## src/rtl/ghash_mult_scheduler.sv

```systemverilog
// ghash_mult_scheduler
//   Two-channel GHASH sequencer in front of one shared, pipelined GF(2^128)
//   multiplier. Each channel accumulates Y_i = (Y_{i-1} ^ X_i) * H. Blocks are
//   granted round-robin, one product per channel in flight at a time. A tag
//   pipeline matched to the multiplier latency routes each product back to
//   its channel's accumulator.
//
// Ports
//   i_clock, i_reset            clock, asynchronous active-high reset
//   i_hkey, i_hkey_load         hash subkey H and its load strobe
//   i_valid_c/i_data_c          block offer on channel c (GCM bit order)
//   i_sop_c/i_eop_c             first / last block of a message
//   o_ready_c                   block accepted when valid & ready
//   o_ghash_c/o_ghash_valid_c   final GHASH and its one-cycle marker
//   o_mult_x/o_mult_y/o_mult_valid  registered multiplier operands
//   i_mult_z                    product, MULT_LAT cycles after o_mult_valid
module ghash_mult_scheduler #(
  parameter int NB_DATA  = 128,
  parameter int MULT_LAT = 2
) (
  input  logic               i_clock,
  input  logic               i_reset,
  input  logic [NB_DATA-1:0] i_hkey,
  input  logic               i_hkey_load,
  input  logic               i_valid_0,
  input  logic [NB_DATA-1:0] i_data_0,
  input  logic               i_sop_0,
  input  logic               i_eop_0,
  input  logic               i_valid_1,
  input  logic [NB_DATA-1:0] i_data_1,
  input  logic               i_sop_1,
  input  logic               i_eop_1,
  output logic               o_ready_0,
  output logic               o_ready_1,
  output logic [NB_DATA-1:0] o_ghash_0,
  output logic [NB_DATA-1:0] o_ghash_1,
  output logic               o_ghash_valid_0,
  output logic               o_ghash_valid_1,
  output logic [NB_DATA-1:0] o_mult_x,
  output logic [NB_DATA-1:0] o_mult_y,
  output logic               o_mult_valid,
  input  logic [NB_DATA-1:0] i_mult_z
);

  if (NB_DATA != 128) begin : g_bad_nb_data
    $error("ghash_mult_scheduler: NB_DATA must be 128");
  end
  if (MULT_LAT < 1 || MULT_LAT > 4) begin : g_bad_mult_lat
    $error("ghash_mult_scheduler: MULT_LAT must be within 1..4");
  end

  logic [NB_DATA-1:0]  h_reg_q, h_reg_d;
  logic [NB_DATA-1:0]  acc_0_q, acc_0_d, acc_1_q, acc_1_d;
  logic                busy_0_q, busy_0_d, busy_1_q, busy_1_d;
  logic                rr_ptr_q, rr_ptr_d;
  logic [NB_DATA-1:0]  mult_x_q, mult_x_d, mult_y_q, mult_y_d;
  logic                mult_valid_q, mult_valid_d;
  logic                tag_chan_q, tag_chan_d, tag_eop_q, tag_eop_d;
  logic [MULT_LAT-1:0] pipe_v_q, pipe_v_d, pipe_c_q, pipe_c_d, pipe_e_q, pipe_e_d;
  logic [NB_DATA-1:0]  ghash_0_q, ghash_0_d, ghash_1_q, ghash_1_d;
  logic                ghash_valid_0_q, ghash_valid_0_d;
  logic                ghash_valid_1_q, ghash_valid_1_d;

  logic elig_0, elig_1;
  logic wb_v, wb_c, wb_e;

  // A key load blocks issue so every product uses one well-defined H.
  assign elig_0    = i_valid_0 & ~busy_0_q & ~i_hkey_load;
  assign elig_1    = i_valid_1 & ~busy_1_q & ~i_hkey_load;
  assign o_ready_0 = elig_0 & (~rr_ptr_q | ~elig_1);
  assign o_ready_1 = elig_1 & ( rr_ptr_q | ~elig_0);

  // Tag leaving the last stage lines up with i_mult_z.
  assign wb_v = pipe_v_q[MULT_LAT-1];
  assign wb_c = pipe_c_q[MULT_LAT-1];
  assign wb_e = pipe_e_q[MULT_LAT-1];

  always_comb begin
    h_reg_d         = i_hkey_load ? i_hkey : h_reg_q;
    acc_0_d         = acc_0_q;
    acc_1_d         = acc_1_q;
    busy_0_d        = busy_0_q;
    busy_1_d        = busy_1_q;
    rr_ptr_d        = rr_ptr_q;
    mult_x_d        = mult_x_q;
    mult_y_d        = mult_y_q;
    mult_valid_d    = 1'b0;
    tag_chan_d      = tag_chan_q;
    tag_eop_d       = tag_eop_q;
    ghash_0_d       = ghash_0_q;
    ghash_1_d       = ghash_1_q;
    ghash_valid_0_d = 1'b0;
    ghash_valid_1_d = 1'b0;

    if (o_ready_0) begin
      mult_x_d     = (i_sop_0 ? '0 : acc_0_q) ^ i_data_0;
      mult_y_d     = h_reg_q;
      mult_valid_d = 1'b1;
      tag_chan_d   = 1'b0;
      tag_eop_d    = i_eop_0;
      busy_0_d     = 1'b1;
      rr_ptr_d     = 1'b1;
    end else if (o_ready_1) begin
      mult_x_d     = (i_sop_1 ? '0 : acc_1_q) ^ i_data_1;
      mult_y_d     = h_reg_q;
      mult_valid_d = 1'b1;
      tag_chan_d   = 1'b1;
      tag_eop_d    = i_eop_1;
      busy_1_d     = 1'b1;
      rr_ptr_d     = 1'b0;
    end

    pipe_v_d    = pipe_v_q;
    pipe_c_d    = pipe_c_q;
    pipe_e_d    = pipe_e_q;
    pipe_v_d[0] = mult_valid_q;
    pipe_c_d[0] = tag_chan_q;
    pipe_e_d[0] = tag_eop_q;
    for (int i = 1; i < MULT_LAT; i++) begin
      pipe_v_d[i] = pipe_v_q[i-1];
      pipe_c_d[i] = pipe_c_q[i-1];
      pipe_e_d[i] = pipe_e_q[i-1];
    end

    // The owning channel is busy, so this never collides with an issue on it.
    if (wb_v) begin
      if (!wb_c) begin
        acc_0_d  = i_mult_z;
        busy_0_d = 1'b0;
        if (wb_e) begin
          ghash_0_d       = i_mult_z;
          ghash_valid_0_d = 1'b1;
        end
      end else begin
        acc_1_d  = i_mult_z;
        busy_1_d = 1'b0;
        if (wb_e) begin
          ghash_1_d       = i_mult_z;
          ghash_valid_1_d = 1'b1;
        end
      end
    end
  end

  always_ff @(posedge i_clock or posedge i_reset) begin
    if (i_reset) begin
      h_reg_q         <= '0;
      acc_0_q         <= '0;
      acc_1_q         <= '0;
      busy_0_q        <= 1'b0;
      busy_1_q        <= 1'b0;
      rr_ptr_q        <= 1'b0;
      mult_x_q        <= '0;
      mult_y_q        <= '0;
      mult_valid_q    <= 1'b0;
      tag_chan_q      <= 1'b0;
      tag_eop_q       <= 1'b0;
      pipe_v_q        <= '0;
      pipe_c_q        <= '0;
      pipe_e_q        <= '0;
      ghash_0_q       <= '0;
      ghash_1_q       <= '0;
      ghash_valid_0_q <= 1'b0;
      ghash_valid_1_q <= 1'b0;
    end else begin
      h_reg_q         <= h_reg_d;
      acc_0_q         <= acc_0_d;
      acc_1_q         <= acc_1_d;
      busy_0_q        <= busy_0_d;
      busy_1_q        <= busy_1_d;
      rr_ptr_q        <= rr_ptr_d;
      mult_x_q        <= mult_x_d;
      mult_y_q        <= mult_y_d;
      mult_valid_q    <= mult_valid_d;
      tag_chan_q      <= tag_chan_d;
      tag_eop_q       <= tag_eop_d;
      pipe_v_q        <= pipe_v_d;
      pipe_c_q        <= pipe_c_d;
      pipe_e_q        <= pipe_e_d;
      ghash_0_q       <= ghash_0_d;
      ghash_1_q       <= ghash_1_d;
      ghash_valid_0_q <= ghash_valid_0_d;
      ghash_valid_1_q <= ghash_valid_1_d;
    end
  end

  assign o_mult_x        = mult_x_q;
  assign o_mult_y        = mult_y_q;
  assign o_mult_valid    = mult_valid_q;
  assign o_ghash_0       = ghash_0_q;
  assign o_ghash_1       = ghash_1_q;
  assign o_ghash_valid_0 = ghash_valid_0_q;
  assign o_ghash_valid_1 = ghash_valid_1_q;

endmodule

```

## config.mk

```make
export PLATFORM = sky130hd
export DESIGN_NAME = ghash_mult_scheduler
export DESIGN_NICKNAME = d
export VERILOG_FILES = /design/src/rtl/ghash_mult_scheduler.sv
export SDC_FILE = /design/constraint.sdc
export NUM_CORES = 2
export LEC_CHECK = 0
export CORE_AREA = 2 2 402 404
export CTS_CLUSTER_DIAMETER = 40
export DETAILED_ROUTE_END_ITERATION = 6
export DIE_AREA = 0 0 404 406
export GPL_TIMING_DRIVEN = 0
export PLACE_DENSITY = 0.47
export REMOVE_ABC_BUFFERS = 1
export SETUP_SLACK_MARGIN = 0.3
export SYNTH_ARGS = -nofsm -noshare
export SYNTH_HDL_FRONTEND = slang
export SYNTH_SLANG_ARGS = --single-unit
```

## constraint.sdc

```tcl
create_clock -name i_clock -period 32.7 [get_ports i_clock]
set_input_delay 8.175 -clock i_clock [delete_from_list [all_inputs] [get_ports i_clock]]
set_output_delay 8.175 -clock i_clock [all_outputs]
set_load 0.05 [all_outputs]
```

==> run metrics <==
outcome=finished clean; Hold Startpoint=pipe_c_q[0]; Worst-path clk slew=0.06 ns; switching part of the total=41.1%; share of layout cells above drive strength 1=19.4%; Yosys reg bits=910; Avg WL per Cell=22.1 um; Port Buf Inserts=1037; post-place setup slack=13.35 ns; Clk network pwr share=29.0%; combinational fraction of design power=43.4%; post-cts resize count=0; Worst Max-Slew Pin Slew=1.00 ns; TritonCTS clock tree=done; Worst slew margin=33.3%; synthesized area=0.0388 mm2; DPL Wire Length=106000 um; WHS Path Cells=0; placer congestion estimate=0.764; RSZ-0062 raised after global routing=false; number of global-route vias before repair=29100; Reg2Reg Setup Slack=29.19 ns; Worst Hold Path EP=pipe_c_q[1]; Placed Cells=6280; Synth Warn #=0; crit path max fanout=11; Final Util=36.7%; internal cell power=4.02 mW; syn_area_per_cell=11.8 um2; Fin. Hold Viols=0; fin worst setup slack=13.35 ns; row count=147; first-pass GRT wire length=210000 um; Max rail drop VDD=0.0752 mV; Remaining DRCs=0; LEAKAGE=25.1 nW; crit end category=output port; Slew Limit Fails=0; r2r startpoint=busy_0_q; Reg2Reg Capture Point=o_mult_x[25]; largest net degree at the start of global routing=117; Sink Count=910; worst hold path type=reg -> reg; Placed Area=0.0520 mm2; die area=0.164 mm2; Setup crit start=i_valid_0; antenna violations before repair=56; Antenna Nets Post-Route=0; Worst Skew=0.0425 ns; Initial Util=24.3%; starting DRC count in detailed routing=1312; Startpoint Class=input port; Vias/cell=4.21; Max Root-Sink Buffers=3; minimum clock period=19.35 ns; Final Cycle Share=59.2%; nets=4901; CP arrival=11.17 ns; Tot GR Track Use=17.6%; Vias=28000; grt ovf=0; final std cells w/o fill=6635; io pins=1038; Seq pwr share=27.6%; final WL=146000 um; achievable frequency=0.0517 GHz; CTS Buf Count=184; area delta synth->final=51.3%; max cap viols=0; setup_tns=0 ns; ys async rst share=100%; design area=0.0586 mm2; Syn Inst Count=3293; Post-CTS Setup Repair Bufs=0; Root Driver=clkbuf_16; Power Density=117 mW/mm2; clock latency on the worst-skew pair=0.82 ns; cts hold-fix bufs=0; Fillers=15900; sw power=2.81 mW; TritonRoute pass-1 iters=5; Yosys cell types=25; core area=0.160 mm2; post-synthesis sequential area ratio=58.7%; CP required=24.52 ns; reg2reg path depth=11; Max H-tree Level=4; Main synth FF type=dfrtp_1; die height=406 um; Die W=404 um; Setup CP Type=in -> out; Final setup viols=0; EDFF count, synth=0
-- layout by cell type, fill, tap and decap left out, drive strengths merged --
master         instances
buf                   51
clkbuf               251
bufinv                27
clkinvlp              10
a311oi                 1
nor2b                  1
nand2                898
inv                   15
o21a                   1
diode                 18
mux2i                128
clkdlybuf4s50       1034
dfrtp                910
o21ai                128
a222oi                 1
nand2b               259
nor2                   2
a21o                   3
nor3b                  1
xnor2                256
clkinv                40
nand3                  1
mux2                 512
nor3                   1
-- worst max-delay path, stage by stage --
cell and delay, ns:
clkdlybuf4s50_1 0.53, nand2b_4 0.08, a311oi_4 0.86, buf_8 0.27
buf_8 0.20, buf_6 0.17, clkdlybuf4s50_1 0.85
-- how the worst max path moves through the flow --
stage                     slack, ns             to  depth (start not counted)
after detailed placement      13.35      o_ready_0                          7
after global routing          13.27      o_ready_0                          7
after global placement       -15.58  o_mult_x[106]                          2
after floorplan               -1.06     acc_0_q[0]                          1
final                         13.35      o_ready_0                          7
after CTS                     13.34      o_ready_0                          7
-- final cells by class --
cell class	count	area [um2]	share of cell area [%]
sequential	910	22800	38.8
multi-input combinational	2193	15100	25.7
timing repair buffer	1085	11500	19.6
clock buffer	251	5210	8.88
tap	2086	2610	4.45
clock inverter	86	1390	2.37
antenna	18	45.0	0.0768
inverter	6	35.0	0.0597
-- synth_stat cells, types with 2 or more instances --
master,n,share of area (%)
nand2b_1,258,4.2
a21o_1,3,0.058
nand2_1,898,8.7
mux2i_1,128,3.3
mux2_2,512,15
buf_8,9,0.35
buf_2,77,0.99
clkbuf_1,77,0.75
o21ai_1,84,1.1
dfrtp_1,910,59
nor2_1,2,0.019
xnor2_1,256,5.8
inv_1,5,0.048
o21ai_0,44,0.57
buf_4,20,0.39
-- power groups by stage --
| stage | Sequential, mW | Combinational, mW | Clock [mW] |
|---|---|---|---|
| global route | 1.95 | 3.13 | 2.09 |
| finish | 1.88 | 2.97 | 1.98 |
| global placement | 1.90 | 3.15 | 0 |
| detailed placement | 1.90 | 3.01 | 0 |
| CTS | 1.89 | 3.02 | 2.04 |
| floorplan | 3.00 | 0.807 | 0 |
-- metal layers --
layer  vias up  wire length, um  global-route usage [%]
li1      13000                -                       -
met1     13800            57700                    20.2
met2       846            71800                    29.7
met5         -              442                       0
met3       261            12600                    7.30
met4        68             3780                    5.81
-- registers in the layout, summed over array words and instances (netlist names) --
| name | flops |
|---|---|
| acc_1_q | 128 |
| h_reg_q | 128 |
| o_mult_valid | 1 |
| tag_eop_q | 1 |
| o_ghash_valid_1 | 1 |
| rr_ptr_q | 1 |
| acc_0_q | 128 |
| tag_chan_q | 1 |
| pipe_c_q | 2 |
| o_mult_y | 128 |
| busy_1_q | 1 |
| o_mult_x | 128 |
| busy_0_q | 1 |
| pipe_v_q | 2 |
| o_ghash_1 | 128 |
| pipe_e_q | 2 |
| o_ghash_valid_0 | 1 |
| o_ghash_0 | 128 |
-- logic make-up after synthesis --
group	count (synthesis)	share of synthesized area, %
xor+xnor	256	5.78
mux	640	18.2
flops	910	58.7
simple gates	1163	13.0
buf+inv	190	2.54
compound gates	134	1.79
-- stage by stage --
stage | hold WS (ns) | total power, mW
after global placement | 0.334 | 5.05
after floorplan | 0.331 | 3.81
after global routing | 0.363 | 7.17
after CTS | 0.354 | 6.95
final | 0.353 | 6.83
after detailed placement | 0.340 | 4.91
No activity file was read; power rests on OpenSTA's default activity.
